[config.mk]
export PLATFORM = sky130hd
export DESIGN_NAME = sar_conv_ctrl
export DESIGN_NICKNAME = d
export VERILOG_FILES = /design/src/rtl/sar_conv_ctrl.sv
export SDC_FILE = /design/constraint.sdc
export NUM_CORES = 1
export LEC_CHECK = 0
export ABC_AREA = 1
export BUFFER_PORTS_ARGS = -buffer_cell sky130_fd_sc_hd__buf_2
export CORE_UTILIZATION = 35
export DETAILED_ROUTE_END_ITERATION = 12
export SYNTH_ARGS = -nofsm -noshare
export SYNTH_HDL_FRONTEND = slang
export SYNTH_SLANG_ARGS = --single-unit
[constraint.sdc]
create_clock -name clk_1GHz -period 5.9 [get_ports clk_1GHz]
set_input_delay 0.885 -clock clk_1GHz [delete_from_list [all_inputs] [get_ports clk_1GHz]]
set_output_delay 0.885 -clock clk_1GHz [all_outputs]
set_load 0.01 [all_outputs]
[src/rtl/sar_conv_ctrl.sv]
// SAR sequencer: on a clk_sample fall, resolves NUM_BITS MSB-first over NUM_BITS*BIT_CYCLES cycles, then a 1-cycle DONE.
// Result latency fall-edge + NUM_BITS*BIT_CYCLES + 1; no backpressure, sample edges during a conversion only raise overrun.
module sar_conv_ctrl #(
    parameter int NUM_BITS   = 8,
    parameter int BIT_CYCLES = 4
) (
    input  logic                clk_1GHz,
    input  logic                reset_n,
    input  logic                clk_sample,
    input  logic                comp_out,
    output logic                ready,
    output logic                register_clk,
    output logic [NUM_BITS-1:0] dac_code,
    output logic [NUM_BITS-1:0] dout,
    output logic                dout_valid,
    output logic                busy,
    output logic                overrun
);

    localparam int BW = $clog2(NUM_BITS);
    localparam int PW = $clog2(BIT_CYCLES);
    localparam logic [BW-1:0] BIT_TOP = BW'(NUM_BITS - 1);
    localparam logic [PW-1:0] PH_LAST = PW'(BIT_CYCLES - 1);
    localparam logic [PW-1:0] PH_HALF = PW'(BIT_CYCLES / 2);
    localparam logic [NUM_BITS-1:0] MIDSCALE = {1'b1, {(NUM_BITS-1){1'b0}}};

    typedef enum logic [1:0] {IDLE, COMPARE, DONE} state_t;

    state_t              state, nxt_state;
    logic                clk_sample_q;
    logic [BW-1:0]       bit_idx, nxt_bit_idx;
    logic [PW-1:0]       phase, nxt_phase;
    logic [NUM_BITS-1:0] resolved, nxt_resolved;
    logic [NUM_BITS-1:0] nxt_dac;
    logic [NUM_BITS-1:0] trial_bit;
    logic                fall, rise;

    assign fall = clk_sample_q & ~clk_sample;
    assign rise = ~clk_sample_q & clk_sample;

    always_ff @(posedge clk_1GHz or negedge reset_n) begin
        if (!reset_n) begin
            state        <= IDLE;
            clk_sample_q <= 1'b0;
            bit_idx      <= BIT_TOP;
            phase        <= '0;
            resolved     <= '0;
            dac_code     <= '0;
            dout         <= '0;
            overrun      <= 1'b0;
        end else begin
            state        <= nxt_state;
            clk_sample_q <= clk_sample;
            bit_idx      <= nxt_bit_idx;
            phase        <= nxt_phase;
            resolved     <= nxt_resolved;
            dac_code     <= nxt_dac;
            overrun      <= (state != IDLE) && (rise || fall);
            // Capture on entry to DONE so dout is already new while dout_valid is high.
            if (state == COMPARE && nxt_state == DONE) begin
                dout <= nxt_resolved;
            end
        end
    end

    always_comb begin
        nxt_state    = state;
        nxt_bit_idx  = bit_idx;
        nxt_phase    = phase;
        nxt_resolved = resolved;
        case (state)
            IDLE: begin
                if (fall) begin
                    nxt_state    = COMPARE;
                    nxt_bit_idx  = BIT_TOP;
                    nxt_phase    = '0;
                    nxt_resolved = '0;
                end
            end
            COMPARE: begin
                if (phase == PH_LAST) begin
                    nxt_phase             = '0;
                    nxt_resolved[bit_idx] = comp_out;
                    if (bit_idx == '0) begin
                        nxt_state = DONE;
                    end else begin
                        nxt_bit_idx = bit_idx - 1'b1;
                    end
                end else begin
                    nxt_phase = phase + 1'b1;
                end
            end
            DONE:    nxt_state = IDLE;
            default: nxt_state = IDLE;
        endcase
    end

    // dac_code is registered from next-state values so it reads 0 in reset yet tracks the state with no lag.
    always_comb begin
        trial_bit              = '0;
        trial_bit[nxt_bit_idx] = 1'b1;
        case (nxt_state)
            COMPARE: nxt_dac = nxt_resolved | trial_bit;
            DONE:    nxt_dac = nxt_resolved;
            default: nxt_dac = MIDSCALE;
        endcase
    end

    always_comb begin
        ready        = 1'b1;
        register_clk = 1'b0;
        busy         = 1'b0;
        dout_valid   = 1'b0;
        case (state)
            IDLE:    register_clk = ~clk_sample_q;
            COMPARE: begin
                busy  = 1'b1;
                ready = (phase >= PH_HALF);
            end
            DONE: begin
                busy       = 1'b1;
                dout_valid = 1'b1;
            end
            default: ready = 1'b1;
        endcase
    end

endmodule
Word-level counts from Yosys, hierarchy flattened --
Index checks and enable logic that the tools add are counted. Widths: inputs -> output; s select.
Operators by class: add/sub/neg operators 2, multipliers 0, divide/modulo/power cells 0, magnitude comparators 5, equal/unequal tests 6, shift-type cells 0, multiplexer cells 24, bitwise logic cells 5, reduce and logical (&&, ||, !) cells 11
Operators by type and width (count):
- $pmux 8 s2 | 2
- $mux 8 | 2
- $mux 2 | 5
- $mux 3 | 3
- $bwmux 8 | 1
- $lt 3x4->1 const B | 2
- $or 8x8->8 | 1
- $pmux 2 s2 | 2
- $demux 1 s3 | 2
- $eq 2x2->1 const B | 3
- $ge 3x1->1 const B | 2
- $mux 1 | 6
- $pmux 3 s2 | 1
- $eq 2x1->1 const B | 2
- $logic_and 1x1->1 | 4
- $reduce_bool 2->1 | 2
- $logic_not 3->1 | 1
- $sub 3x1->3 const B | 1
- $add 2x1->2 const B | 1
- $and 1x1->1 | 2
- $ge 2x2->1 const B | 1
- $logic_not 2->1 | 1
- $ne 2x2->1 const B | 1
- $not 1->1 | 2
- 3 further kinds | 3
Word-level totals: bits in registers 33, latch bits 0, bits in writable memories 0, ROM bits 0, input port bits 4, memories 0

Logic depth before layout (Yosys ltp) --
Gate-level depths: netlist of the first run.
depth in word-level cells 10, mapped depth 12, mapped depth without buffers 12

Least setup slack after synthesis of the first run --
Ideal clock, no wire load.
path kind input to register, from input clk_sample, to register dac_code[7], arrival time 2.081 ns, slack 3.699 ns, stages on the path 11, buffers on the path 0, cells stage by stage inv_1 > ha_1 > inv_1 > a21oi_1 > a31oi_1 > inv_1 > ha_1 > nor2_1 > inv_1 > a21oi_1 > nand2_1
Between the ends: elaborated cells between the ends (all ways) 17, those cells by class 2 x order compare; 2 x eq/ne; 9 x mux; 3 x bitwise; 1 x reduce/logical
RTL lines:
- from (decl) | line 9 | input logic clk_sample,
- $not 1->1 (*) | line 38 | assign fall = clk_sample_q & ~clk_sample;
- $and 1x1->1 (*) | line 38
- $mux 2 (*) | line 73 | if (fall) begin
- $pmux 2 s2 (*) | line 71 | case (state)
- net nxt_state[0] | line 29 | state_t state, nxt_state;
- $eq 2x2->1 / $eq 2x1->1 (equally long branches) | line 102 | case (nxt_state)
- $pmux 8 s2 (*) | line 102
- net nxt_dac[7] | line 34 | logic [NUM_BITS-1:0] nxt_dac;
- to (signal assigned) | line 57 | dac_code <= nxt_dac;
- to (decl) | line 13 | output logic [NUM_BITS-1:0] dac_code,
The timed path passes the listed nets; every way through them passes the cells marked *. A chain may end at the register's enable or synchronous reset.

Final worst setup path of the first run --
from register state[1], to output ready
Between the ends: cells in the longest elaborated chain, start to end 2
RTL lines:
- from (decl) | line 29
- from (signal assigned) | line 52 | state <= nxt_state;
- $eq 2x1->1 | line 114 | case (state)
- $mux 1 | line 114
- to (decl) | line 11 | output logic ready,
Every way passes these cells.

==> results of run 1 <==
==> logic make-up (layout without fill, tap and decap cells) <==
| logic type | count (synthesis) | after routing |
|---|---|---|
| flip-flops | 33 | 33 |
| AND/OR/NAND/NOR | 112 | 112 |
| adder cells (fa/ha/maj) | 10 | 10 |
| AO/OA/AOI/OAI | 29 | 29 |
| buffers and inverters | 31 | 60 |
==> routing by layer <==
| layer | vias to the layer above | GRT usage, % | wire length (µm) |
|---|---|---|---|
| met5 | - | 0 | 0 |
| met4 | 0 | 6.54 | 68 |
| met3 | 5 | 2.50 | 85 |
| met2 | 18 | 25.1 | 1670 |
| met1 | 665 | 23.6 | 1860 |
| li1 | 730 | - | - |
==> layout make-up <==
type / instances / area [µm²] / area share [%]
Sequential cell: 33 / 830 / 41.2
Multi-Input combinational cell: 151 / 761 / 37.7
Timing Repair Buffer: 24 / 120 / 5.96
Inverter: 28 / 105 / 5.21
Clock buffer: 7 / 86.3 / 4.28
Tap cell: 67 / 83.8 / 4.16
Clock inverter: 1 / 30.0 / 1.49
==> where the power goes <==
part / internal, W / switching, W
combinational: 0.000162 / 0.000346
clock: 0.000138 / 0.0000782
sequential: 0.000307 / 0.0000422
total: 0.000606 / 0.000466
==> layout by cell type, fill, tap and decap left out, drive strengths merged <==
cell type,instances
o22ai,2
clkbuf,7
nand3,17
bufinv,1
clkinv,1
ha,10
nor2,19
nand2,76
inv,27
a21oi,14
a31oi,2
dfstp,3
o21ai,11
dfrtp,30
buf,24
==> registers in the layout (all words and copies together) (netlist names) <==
name	flops
dout	8
clk_sample_q	1
phase	2
overrun	1
bit_idx	3
dac_code	8
state	2
resolved	8
==> worst max path at each step <==
stage                           from           to  slack, ns  depth (start not counted)
after floorplan           clk_sample  dac_code[7]       3.70                         11
after global placement    clk_sample      dout[2]       3.40                         13
after detailed placement  clk_sample      dout[2]       3.34                         13
after CTS                   state[1]        ready       3.36                          4
after global routing        state[1]        ready       3.26                          4
final                       state[1]        ready       3.39                          4
==> metrics by stage <==
| stage | cells | setup WS, ns | hold WS, ns | instance area [µm²] | utilization (%) |
|---|---|---|---|---|---|
| final | 311 | 3.39 | 0.476 | 2020 | 42.7 |
| after global routing | 311 | 3.26 | 0.497 | 2020 | 42.7 |
| after CTS | 311 | 3.36 | 0.479 | 2020 | 42.7 |
| after detailed placement | 303 | 3.34 | 0.460 | 1900 | 40.2 |
| after global placement | 303 | 3.40 | 0.471 | 1900 | 40.2 |
| after floorplan | 215 | 3.70 | 0.480 | 1710 | - |
==> worst max-delay path, delay by kind of cell (launching register included) <==
kind          cells  cell delay, ns
fa+ha+maj         1            0.58
buf+inv           2            0.26
flops             1            0.40
simple gates      1            0.10
==> impl_metrics.yaml, run 1 <==
status:
  status: "finished, final reports clean"
logic_synthesis:
  synth_cell_type_count: 23
  yosys.area.top_type: "dfrtp_1"
  ys_ff_latch: 33
  async_reset_ff_share_pct: 100
  synthTopCellsByCount: "72 x nand2_1, 30 x dfrtp_1, 18 x inv_1"
  synth_top_area_share_pct: 43.8
  synth_cells: 215
  yosysMostFrequentCell: "nand2_1"
  yosys_most_used_dff: "dfrtp_1"
  yosys.area_share.xor_xnor_pct: 0
  netlist_area_um2: 1710
  synth.area.mux_share_pct: 0
  yosys_warnings: 0
  synth_area_leaders: "dfrtp_1 44%, nand2_1 16%, ha_1 7.3%, nand3_1 4.7%, dfstp_2 4.6%"
  syn-num-nets: 229
  yosys.area_share.simple_pct: 27.2
  synth_compound_area_share_pct: 9.85
  syn-mean-instance-area_um2: 7.97
  synth_top_family_by_area: "simple AND/OR/NAND/NOR gates"
  seq_area_frac_synth_pct: 48.4
  yosys.area_share.adder_pct: 7.30
  synth_edf_count: 0
timing:
  setup_viol: 0
  setup-tns-final_ns: 0
  rsz0062_at_grt: "false"
  fin_crit_ns: 2.51
  period_share_pct: 42.5
  final_max_slew_viol_count: 0
  worst_pin_slew_ns: 0.735
  slew_headroom_pct: 51.0
  hold_violations: 0
  fmax_mhz: 399
  clock_skew_ns: 0.00536
cts:
  cts_setup_buffers: 0
  insertion_delay_ns: 0.28
  cts_resized: 0
  clkTransAtPathRegs_ns: 0.07
  clockRootBuffer: "clkbuf_8"
  cts_tree: "done"
  htree_levels: 2
  holdBufCountCts: 0
  cts_sinks: 33
  clk_path_buf_depth: 2
  cts_inserted_buffers: 5
place:
  port_buffers: 24
  place.gp.congestion: 0.796
  dp_hpwl_um: 2720
setup_path:
  path_cells: "inv_1, ha_1, nand2_1, buf_2"
  cp_slowest_cell: "ha_1"
  end_kind: "primary output"
  reg2reg_slack_ns: 3.60
  critical-path-max-stage-delay_ns: 0.58
  crit_path_max_fanout: 17
  cp.arrival_ns: 1.62
  worstPathRequired_ns: 5.02
  reg2reg_depth: 9
  crit_type: "reg2out"
  r2r_start: "state[1]"
  crit_path_start_kind: "flip-flop"
  rr_endpoint: "dout[2]"
drt:
  drt.antenna.violating_nets: 0
  via_count: 1418
  drc_errors: 0
  firstDrtPassIters: 4
  drt_iter0_drc: 59
  routed_via_density: 4.56
  wl_per_cell_um: 11.8
  finalWirelength_um: 3680
die:
  coreArea_um2: 4720
  die_x_um: 72.0
  rows: 25
  die_area_um2: 5180
  io_pins: 25
  initial_core_util_pct: 36.3
  die-height_um: 72.0
global_route:
  grt_max_degree: 34
  first_global_vias: 1339
  grt_pass1_wl_um: 6560
  grt_util_all_layers_pct: 16.4
  grt_remaining_overflow: 0
  antenna_found_initial: 0
min_path:
  hold_class: "reg2reg"
  worstHoldPathCells: 2
  holdPathEnd: "dout[3]"
  holdCritStartpoint: "dout[3]"
finish:
  fillers: 491
  fin_nets: 257
  insertedDiodeCount: 0
  drive_above_1_share_pct: 21.7
  syn2layout_area_growth_pct: 17.6
power_and_ir_drop:
  p_total_w: 0.00107
  power_density_nw_per_um2: 532
  peakVddDrop_v: 0.000243
  leakagePower_nw: 1.07
flow_run:
  maxCapViolCount: 0
(Power assumes the default switching activity.)
==> run 2, diff against run 1 <==
Clock period 5.9 ns to 2.2 ns, I/O delays scaled along.
==> impl_metrics.yaml, run 2 (synthesis results as in run 1) <==
cts:
  clkTransAtPathRegs_ns: 0.07
  cts_inserted_buffers: 5
  cts_tree: "done"
  holdBufCountCts: 0
  clk_path_buf_depth: 2
  htree_levels: 2
  cts_sinks: 33
  insertion_delay_ns: 0.29
  clockRootBuffer: "clkbuf_8"
power_and_ir_drop:
  leakagePower_nw: 1.07
  power_density_nw_per_um2: 1380
  peakVddDrop_v: 0.000514
setup_path:
  crit_type: "reg2reg"
  crit_path_max_fanout: 7
  worstPathRequired_ns: 2.38
  critical-path-max-stage-delay_ns: 0.59
  end_kind: "flip-flop"
  crit_path_start_kind: "flip-flop"
  path_cells: "inv_2, ha_1, nand2_2, nor2_2, o22ai_2, inv_1, ha_1, nor2_1, inv_2, a21oi_1, nand2_1"
  cp_slowest_cell: "dfstp_2"
  cp.arrival_ns: 2.23
place:
  port_buffers: 24
  dp_hpwl_um: 2720
  place.gp.congestion: 0.809
finish:
  fillers: 494
  insertedDiodeCount: 0
  syn2layout_area_growth_pct: 18.2
  final_cell_mix: "72 x nand2_1, 30 x dfrtp_1, 24 x buf_2"
  layout_commonest_cell: "nand2_1"
  multi_input_area_um2: 778
  largestRegisters: "dac_code: 8 flops, dout: 8 flops, resolved: 8 flops"
  register_area_um2: 830
  fin_nets: 260
  drive_above_1_share_pct: 25.1
die:
  rows: 25
  initial_core_util_pct: 36.3
  die-height_um: 72.0
  die_x_um: 72.0
  coreArea_um2: 4720
  die_area_um2: 5180
  io_pins: 25
timing:
  rsz0062_at_grt: "false"
  setup-tns-final_ns: 0
  period_share_pct: 93.1
  holdWs_ns: 0.0931
  clock_skew_ns: 0.00750
  hold_violations: 0
  fin_crit_ns: 2.05
  worst_pin_slew_ns: 0.719
  fmax_mhz: 488
  final_max_slew_viol_count: 0
  setup_viol: 0
  slew_headroom_pct: 52.0
flow_run:
  maxCapViolCount: 0
drt:
  wl_per_cell_um: 11.6
  finalWirelength_um: 3650
  routed_via_density: 4.53
  via_count: 1421
  drt_iter0_drc: 84
  firstDrtPassIters: 4
  drc_errors: 0
  drt.antenna.violating_nets: 0
global_route:
  first_global_vias: 1355
  antenna_found_initial: 0
  grt_pass1_wl_um: 6290
  grt_util_all_layers_pct: 16.3
  grt_remaining_overflow: 0
  grt_max_degree: 34
status:
  status: "finished, final reports clean"
min_path:
  hold_class: "in2async"
==> run 2: cell types whose count changed in the layout (fill, tap and decap cells not counted), sizes merged <==
cell and delta:
clkinv +2, clkinvlp +1, buf +3, bufinv -1
clkbuf -2
==> run 2: worst paths after layout <==
path	start	to	slack, ns	cells past startpoint
worst min-delay path	reset_n	dout[5]	0.09	1
max in group asynchronous	reset_n	resolved[6]	1.64	1
worst min register to register	dout[5]	dout[5]	0.48	2
min in group clk_1GHz	clk_sample	clk_sample_q	0.16	1
worst max-delay path	bit_idx[0]	dac_code[7]	0.15	11
worst max register to register	bit_idx[0]	dac_code[7]	0.15	11
==> run 2: where the power goes <==
| group | switching [W] | internal [W] |
|---|---|---|
| Combinational | 0.000942 | 0.000467 |
| Sequential | 0.000111 | 0.000822 |
| Clock | 0.000230 | 0.000218 |
| Total | 0.00128 | 0.00151 |
==> run 2: layout make-up <==
type | count | area share, %
clock buffers | 5 | 3.40
clock inverters | 3 | 0.865
inverters | 28 | 5.19
multi-input cells | 151 | 38.4
flip-flops and latches | 33 | 41.0
well taps | 67 | 4.14
repair buffers | 27 | 7.04
==> run 2: layer usage <==
metal,GRT usage [%],part of all wire (%),vias to the layer above
met5,0,0,-
met4,8.28,2.9,0
met3,4.58,3.7,8
met2,24.6,45,22
met1,21.4,48,656
li1,-,-,735
==> run 2: repair_timing <==
action                                  in CTS  in global routing
gates resized for setup                      0                  5
setup buffers                                0                  0
endpoints found under the setup margin       0                  7
endpoints found under the hold margin        0                  0
==> run 2: critical path, delay by kind of cell, from the launching register on <==
| family | cells | cell delay [ns] |
|---|---|---|
| compound gates | 2 | 0.31 |
| fa+ha+maj | 2 | 0.40 |
| buf+inv | 3 | 0.23 |
| flops | 1 | 0.59 |
| simple gates | 4 | 0.41 |
==> run 2: per-stage QoR <==
stage / instance area, µm² / total power, W / instances / worst slack [ns] / utilization (%)
2_1_floorplan: 1710 / 0.00195 / 215 / 0.244 / -
3_3_place_gp: 1920 / 0.00232 / 306 / 0.183 / 40.7
3_5_place_dp: 1920 / 0.00233 / 306 / 0.0616 / 40.7
4_1_cts: 2010 / 0.00280 / 314 / 0.0657 / 42.5
5_1_grt: 2030 / 0.00307 / 314 / 0.00386 / 42.9
6_report: 2030 / 0.00279 / 314 / 0.151 / 42.9
